$ cat config.mk
export PLATFORM = sky130hd
export DESIGN_NAME = carry_chain_adder_pipe
export DESIGN_NICKNAME = d
export VERILOG_FILES = /design/src/rtl/carry_chain_adder_pipe.sv
export SDC_FILE = /design/constraint.sdc
export NUM_CORES = 1
export LEC_CHECK = 0
export ABC_AREA = 1
export CAP_MARGIN = 15
export CELL_PAD_IN_SITES_DETAIL_PLACEMENT = 0
export CELL_PAD_IN_SITES_GLOBAL_PLACEMENT = 1
export CORE_UTILIZATION = 48
export DETAILED_ROUTE_END_ITERATION = 12
export PLACE_DENSITY_LB_ADDON = 0.15
export RECOVER_POWER = 50
export SYNTH_ARGS = -nofsm -noshare
export SYNTH_HDL_FRONTEND = slang
export SYNTH_SLANG_ARGS = --single-unit
$ cat constraint.sdc
create_clock -name clk -period 7.43 [get_ports clk]
set_input_delay 0.743 -clock clk [delete_from_list [all_inputs] [get_ports clk]]
set_output_delay 0.743 -clock clk [all_outputs]
set_load 0.05 [all_outputs]
$ cat src/rtl/carry_chain_adder_pipe.sv
// Pipelined adder/subtractor built as a segmented carry chain with whole-pipeline stall.
// Optional signed saturation of the result when CARRY_CHAIN_SAT_EN is defined.
module carry_chain_adder_pipe #(
  parameter int WIDTH  = 32,
  parameter int STAGES = 4
) (
  input  logic             clk,
  input  logic             reset,
  input  logic             in_valid,
  output logic             in_ready,
  input  logic [WIDTH-1:0] a,
  input  logic [WIDTH-1:0] b,
  input  logic             sub,
  input  logic             cin,
  output logic             out_valid,
  input  logic             out_ready,
  output logic [WIDTH-1:0] sum,
  output logic             cout,
  output logic             ovf
);

  localparam int SEG  = WIDTH / STAGES;
  localparam int LAST = STAGES - 1;

  logic advance;

  // Per-stage view: operands (skewed), partial result (deskewed), carry into segment, valid
  logic [WIDTH-1:0] op_a     [STAGES];
  logic [WIDTH-1:0] op_b     [STAGES];
  logic [WIDTH-1:0] part     [STAGES];
  logic             carry    [STAGES];
  logic             vld      [STAGES];
  logic [SEG:0]     seg_res  [STAGES];
  logic [WIDTH-1:0] nxt_part [STAGES];

  assign advance  = !out_valid || out_ready;
  assign in_ready = advance;

  assign op_a[0]  = a;
  assign op_b[0]  = sub ? ~b : b;
  assign part[0]  = '0;
  assign carry[0] = cin;
  assign vld[0]   = in_valid;

  // Stage k adds segment k and merges it into the partial result
  for (genvar k = 0; k < STAGES; k++) begin : g_seg
    assign seg_res[k]  = {1'b0, op_a[k][k*SEG +: SEG]} + {1'b0, op_b[k][k*SEG +: SEG]}
                       + {{SEG{1'b0}}, carry[k]};
    assign nxt_part[k] = (part[k] & ~(WIDTH'({SEG{1'b1}}) << (k*SEG)))
                       | (WIDTH'(seg_res[k][SEG-1:0]) << (k*SEG));
  end

  if (STAGES > 1) begin : g_pipe
    logic [WIDTH-1:0] a_p     [1:STAGES-1];
    logic [WIDTH-1:0] b_p     [1:STAGES-1];
    logic [WIDTH-1:0] part_p  [1:STAGES-1];
    logic             carry_p [1:STAGES-1];
    logic             vld_p   [1:STAGES-1];

    // Stage boundaries 0 .. STAGES-2: valids are the only reset state
    always_ff @(posedge clk or posedge reset) begin
      if (reset) begin
        for (int k = 1; k < STAGES; k++) vld_p[k] <= 1'b0;
      end else if (advance) begin
        for (int k = 1; k < STAGES; k++) vld_p[k] <= vld[k-1];
      end
    end

    always_ff @(posedge clk) begin
      if (advance) begin
        for (int k = 1; k < STAGES; k++) begin
          a_p[k]     <= op_a[k-1];
          b_p[k]     <= op_b[k-1];
          part_p[k]  <= nxt_part[k-1];
          carry_p[k] <= seg_res[k-1][SEG];
        end
      end
    end

    for (genvar k = 1; k < STAGES; k++) begin : g_tap
      assign op_a[k]  = a_p[k];
      assign op_b[k]  = b_p[k];
      assign part[k]  = part_p[k];
      assign carry[k] = carry_p[k];
      assign vld[k]   = vld_p[k];
    end
  end

  logic signed [WIDTH-1:0] raw_sum;
  logic signed [WIDTH-1:0] sum_n;
  logic                    cout_n;
  logic                    msb_carry;
  logic                    ovf_n;

  assign raw_sum   = nxt_part[LAST];
  assign cout_n    = seg_res[LAST][SEG];
  // Carry into the MSB recovered from the MSB sum bit and its two operand bits
  assign msb_carry = op_a[LAST][WIDTH-1] ^ op_b[LAST][WIDTH-1] ^ raw_sum[WIDTH-1];
  assign ovf_n     = msb_carry ^ cout_n;

`ifdef CARRY_CHAIN_SAT_EN
  function automatic logic signed [WIDTH-1:0] sat_signed(input logic signed [WIDTH-1:0] s,
                                                         input logic ov);
    if (!ov) return s;
    return s[WIDTH-1] ? {1'b0, {(WIDTH-1){1'b1}}} : {1'b1, {(WIDTH-1){1'b0}}};
  endfunction
  assign sum_n = sat_signed(raw_sum, ovf_n);
`else
  assign sum_n = raw_sum;
`endif

  // Stage STAGES-1: output register
  always_ff @(posedge clk or posedge reset) begin
    if (reset) begin
      out_valid <= 1'b0;
      sum       <= '0;
      cout      <= 1'b0;
      ovf       <= 1'b0;
    end else if (advance) begin
      out_valid <= vld[LAST];
      sum       <= sum_n;
      cout      <= cout_n;
      ovf       <= ovf_n;
    end
  end

endmodule

Word level (Yosys, flattened, before mapping)
Memories as Yosys holds them, arrays and structs flattened.
Index checks and enable logic that the tools add are counted.
Widths: inputs -> output; s select.
{"block": "classes", "n_addsub": 8, "mux": 3, "n_bitwise": 7, "n_reduce_logical": 2}
{"cell": "$add 8x8->9", "n": 4}
{"cell": "$add 9x1->9", "n": 4}
{"cell": "$mux 32", "n": 1}
{"cell": "$not 32->32", "n": 1}
{"cell": "$or 24x32->32", "n": 1}
{"cell": "$or 32x16->32", "n": 1}
{"cell": "$or 32x24->32", "n": 1}
{"cell": "$xor 1x1->1", "n": 3}
{"cell": "$mux 1", "n": 2}
{"cell": "$logic_not 1->1", "n": 1}
{"cell": "$logic_or 1x1->1", "n": 1}
{"block": "word_totals", "regBits": 38, "ram_bits": 291, "inputBits": 70, "out_inout_bits": 36, "word_cells": 31, "memories": 4}
{"name": "g_pipe.a_p", "depth": 3, "word_bits": 32, "rd": 3, "rd_clocked_by_memory_dff": 0, "write_ports": 3, "line": "54", "source": "logic [WIDTH-1:0] a_p [1:STAGES-1];"}
{"name": "g_pipe.b_p", "depth": 3, "word_bits": 32, "rd": 3, "rd_clocked_by_memory_dff": 0, "write_ports": 3, "line": "55", "source": "logic [WIDTH-1:0] b_p [1:STAGES-1];"}
{"name": "g_pipe.part_p", "depth": 3, "word_bits": 32, "rd": 3, "rd_clocked_by_memory_dff": 0, "write_ports": 3, "line": "56", "source": "logic [WIDTH-1:0] part_p [1:STAGES-1];"}
{"name": "g_pipe.carry_p", "depth": 3, "word_bits": 1, "rd": 3, "rd_clocked_by_memory_dff": 0, "write_ports": 3, "line": "57", "source": "logic carry_p [1:STAGES-1];"}

Depth between registers and ports, before layout
An unclocked memory read counts as a cell.
{"block": "depth", "ltp_word": 6, "depth_mapped": 11, "ltp_nobuf": 11}

Worst setup path before layout
Ideal clock, no wire load.
{"block": "synth_path", "path_type": "input -> output", "start": "input out_ready", "end": "output in_ready", "arrival_ps": 2884, "required_ps": 6687, "slack_ps": 3803, "path_stages": 3, "path_buffers": 1, "cell_sequence": "nor2_2 > inv_2 > buf_2"}
{"block": "synth_between", "elab_chain_cells": 1}
{"element": "from (decl)", "line": "16", "source": "input logic out_ready,"}
{"element": "$logic_or 1x1->1", "line": "36", "source": "assign advance = !out_valid || out_ready;"}
{"element": "to (decl)", "line": "10", "source": "output logic in_ready,"}
Every way passes these cells.

Worst setup path after layout
Ends and elaborated chain as after synthesis.

==> impl_results.md <==
- Status: finished with violations
- Violated checks: max-capacitance violations, max-slew violations
- Post-cts resize count: 0
- Vias per cell: 4.677
- Xor/xnor share of the synthesized area: 0.05587
- Slowest stage delay, CP: 1.33 ns
- Period utilization: 0.6947
- Largest family of logic cells by synthesized area: simple AND/OR/NAND/NOR gates
- Hold path startpoint: g_pipe.a_p[0][58]
- Adder-Cell Fraction of Synth Area: 0.06784
- Pin count of the biggest net entering global routing: 102
- Routed Antenna Nets: 0
- Starting Density: 0.4932
- Initial antenna violation count: 0
- Leakage power: 3.948 nW
- Worst-Margin Slew: 2.269 ns
- Clk slew on worst S/H paths: 0.06 ns
- Gr usage total: 0.1564
- GPL Wtd Cong: 0.8174
- Setup total negative slack: 0 ns
- Worst path cell trace: dlygate4sd3_1, nor2_4, clkbuf_1, inv_6, clkdlybuf4s50_1
- Die W: 127.2 µm
- Average cell area after synthesis: 13.51 µm²
- Post-synthesis simple-gate area fraction: 0.1097
- I/O Buffers: 105
- Site Rows: 45
- Routed vias: 4191
- Seq/Total Area, Yosys: 0.7130
- PwrDens: 429.7 mW/mm²
- Net Count, Synth: 663
- Ys Warns: 0
- Critical path endpoint category: output pin
- CP required: 6.69 ns
- Drt total wl: 11410 µm
- CP bufs+invs: 4
- Postcts setup bufs: 0
- Initial DRC count: 199
- Top cell family by delay on the critical path: buffers and inverters
- Share of cells above drive strength 1: 0.04964
- DIE HEIGHT: 127.2 µm
- Nets: 778
- I/O pins: 106
- Synth Area in Compound Gates: 0.02311
- CTS tree: built
- Post-Syn Instances: 557
- DR WL/cell: 12.74 µm
- Maximum clock rate: 193.7 MHz
- Vias in the first global route: 4091
- Htree depth: 4
- Worst r2r src: out_valid
- Hold Crit Class: reg -> reg
- Clock Tree Buf Depth: 2
- CP Max Fanout: 101
- Mapped cell area: 0.007525 mm²
- Core outline area: 0.01526 mm²
- Slowest cell on crit path: clkbuf_1
- GR Util met1: 0.1791
- DRC: 0
- Crit Path Category: in -> out
- Worst EP arrival: 4.42 ns
- Max Slew Vio Count: 74
- CP Launch Type: primary input
- Most Crowded Layer GR: met2
- Remaining Overflow, GRT: 0
- RSZ-0062 raised after global routing: no
- Area Overhead vs Synth: 24.96%
- Distinct cells, synth: 27
- Pre-antenna DRT Iters: 4
- ANT cells: 0
- Full die area: 0.01618 mm²
- Max cap viols: 2
- Min cycle time layout: 5.161 ns
- Hold slack: 0.4150 ns
- Hold-fix buffers at CTS: 0
- Slew margin rel.: -0.5125
- Setup violators final: 0
- Mux cell area share after synthesis: 0
- #FFs+latches synth: 185
- Worst-Skew Late Latency: 0.42 ns
- M2 GR Usage: 0.2657
- Clock Root Buffer: clkbuf_16
- Post-DP HPWL: 7538 µm
- Max Clock Skew: 0.006736 ns
- Crit path from: out_ready
- Num CTS Buffers: 17
- First-pass GRT wire length: 19020 µm
- FILL cells: 1184
- M3 GR Usage: 0.04941
- Fin. Hold Viols: 0
- Clock sink count: 185
- Peak VDD IR: 188.2 µV
-- cell usage in the layout, fill, tap and decap left out --
cell / n
o21bai_1: 2
nand2_1: 160
inv_6: 1
ha_1: 28
o21ai_0: 6
nor2_4: 1
clkinv_1: 1
bufinv_16: 4
a21oi_1: 18
fa_1: 8
o21a_1: 1
xnor2_1: 4
nand4_1: 5
clkdlybuf4s50_1: 78
clkbuf_16: 17
nand3_1: 23
edfxtp_1: 147
or2_4: 1
clkinv_2: 1
dlygate4sd3_1: 26
o21ai_2: 2
clkbuf_1: 7
nor2_1: 8
buf_4: 1
clkinvlp_4: 2
inv_1: 42
clkbuf_8: 2
a31oi_1: 1
a21o_1: 1
or2_1: 1
nand2_2: 1
or2_2: 1
dfrtp_1: 38
nand3b_1: 2
xor2_1: 44
-- metrics by stage --
stage / power (mW) / cell area [µm²] / util / setup slack [ns] / std cells
after floorplan: 2.725 / 7525 / - / 3.804 / 557
after global routing: 4.297 / 9403 / 0.6162 / 1.965 / 896
after CTS: 4.087 / 9408 / 0.6166 / 3.455 / 896
after detailed placement: 3.144 / 8792 / 0.5762 / 3.459 / 864
final: 4.040 / 9403 / 0.6162 / 2.269 / 896
after global placement: 3.096 / 8792 / 0.5762 / 3.506 / 864
-- final cells by class --
type | instances | area [µm²] | share of cell area
flip-flops and latches | 185 | 5365 | 0.5706
multi-input cells | 318 | 1936 | 0.2059
repair buffers | 107 | 1056 | 0.1123
clock buffers | 24 | 471.7 | 0.05017
well taps | 211 | 264.0 | 0.02808
inverters | 43 | 166.4 | 0.01770
clock inverters | 8 | 143.9 | 0.01530
-- registers in the layout, indices dropped and copies added (netlist names) --
| register | cells |
|---|---|
| cout | 1 |
| g_pipe.a_p | 48 |
| g_pipe.b_p | 48 |
| g_pipe.carry_p | 3 |
| g_pipe.part_p | 48 |
| g_pipe.vld_p | 3 |
| out_valid | 1 |
| ovf | 1 |
| sum | 32 |
-- layer usage --
metal	wire (µm)	up-vias
met4	276	0
met5	0	-
met1	4789	1953
li1	-	2121
met3	560	24
met2	5786	93
-- cell usage after synthesis, drive strengths merged --
master  number  share of area
fa           8          0.021
nand3b       2         0.0020
ha          28          0.047
a31oi        1        0.00083
buf         11         0.0090
a21oi       18          0.012
inv         43          0.021
a21o         1         0.0010
dfrtp       38           0.13
or2          3         0.0028
nor2         9         0.0048
xor2        44          0.051
o21a         1         0.0010
nand2      161          0.081
edfxtp     147           0.59
nand4        5         0.0042
nand3       23          0.015
o21bai       2         0.0020
o21ai        8         0.0063
xnor2        4         0.0047
-- where the power goes --
group | total (mW) | internal [mW] | switching, mW
sequential | 1.77 | 1.62 | 0.145
combinational | 1.34 | 0.461 | 0.881
clock | 0.930 | 0.580 | 0.350
-- worst paths after layout --
| path | slack [ns] | cells past startpoint | endpoint |
|---|---|---|---|
| max in group asynchronous | 5.36 | 2 | sum[20] |
| worst min-delay path | 0.42 | 0 | g_pipe.a_p[0][90] |
| worst max-delay path | 2.27 | 5 | in_ready |
| worst min register to register | 0.42 | 0 | g_pipe.a_p[0][90] |
| min in group asynchronous | 1.20 | 2 | sum[31] |
| worst max register to register | 3.81 | 7 | sum[28] |
-- cells by family after synthesis --
logic type | after synthesis
buffers and inverters | 54
AO/OA/AOI/OAI | 31
adder cells (fa/ha/maj) | 36
AND/OR/NAND/NOR | 203
XOR/XNOR | 48
flip-flops | 185
Power figures use the tool's default switching activity.
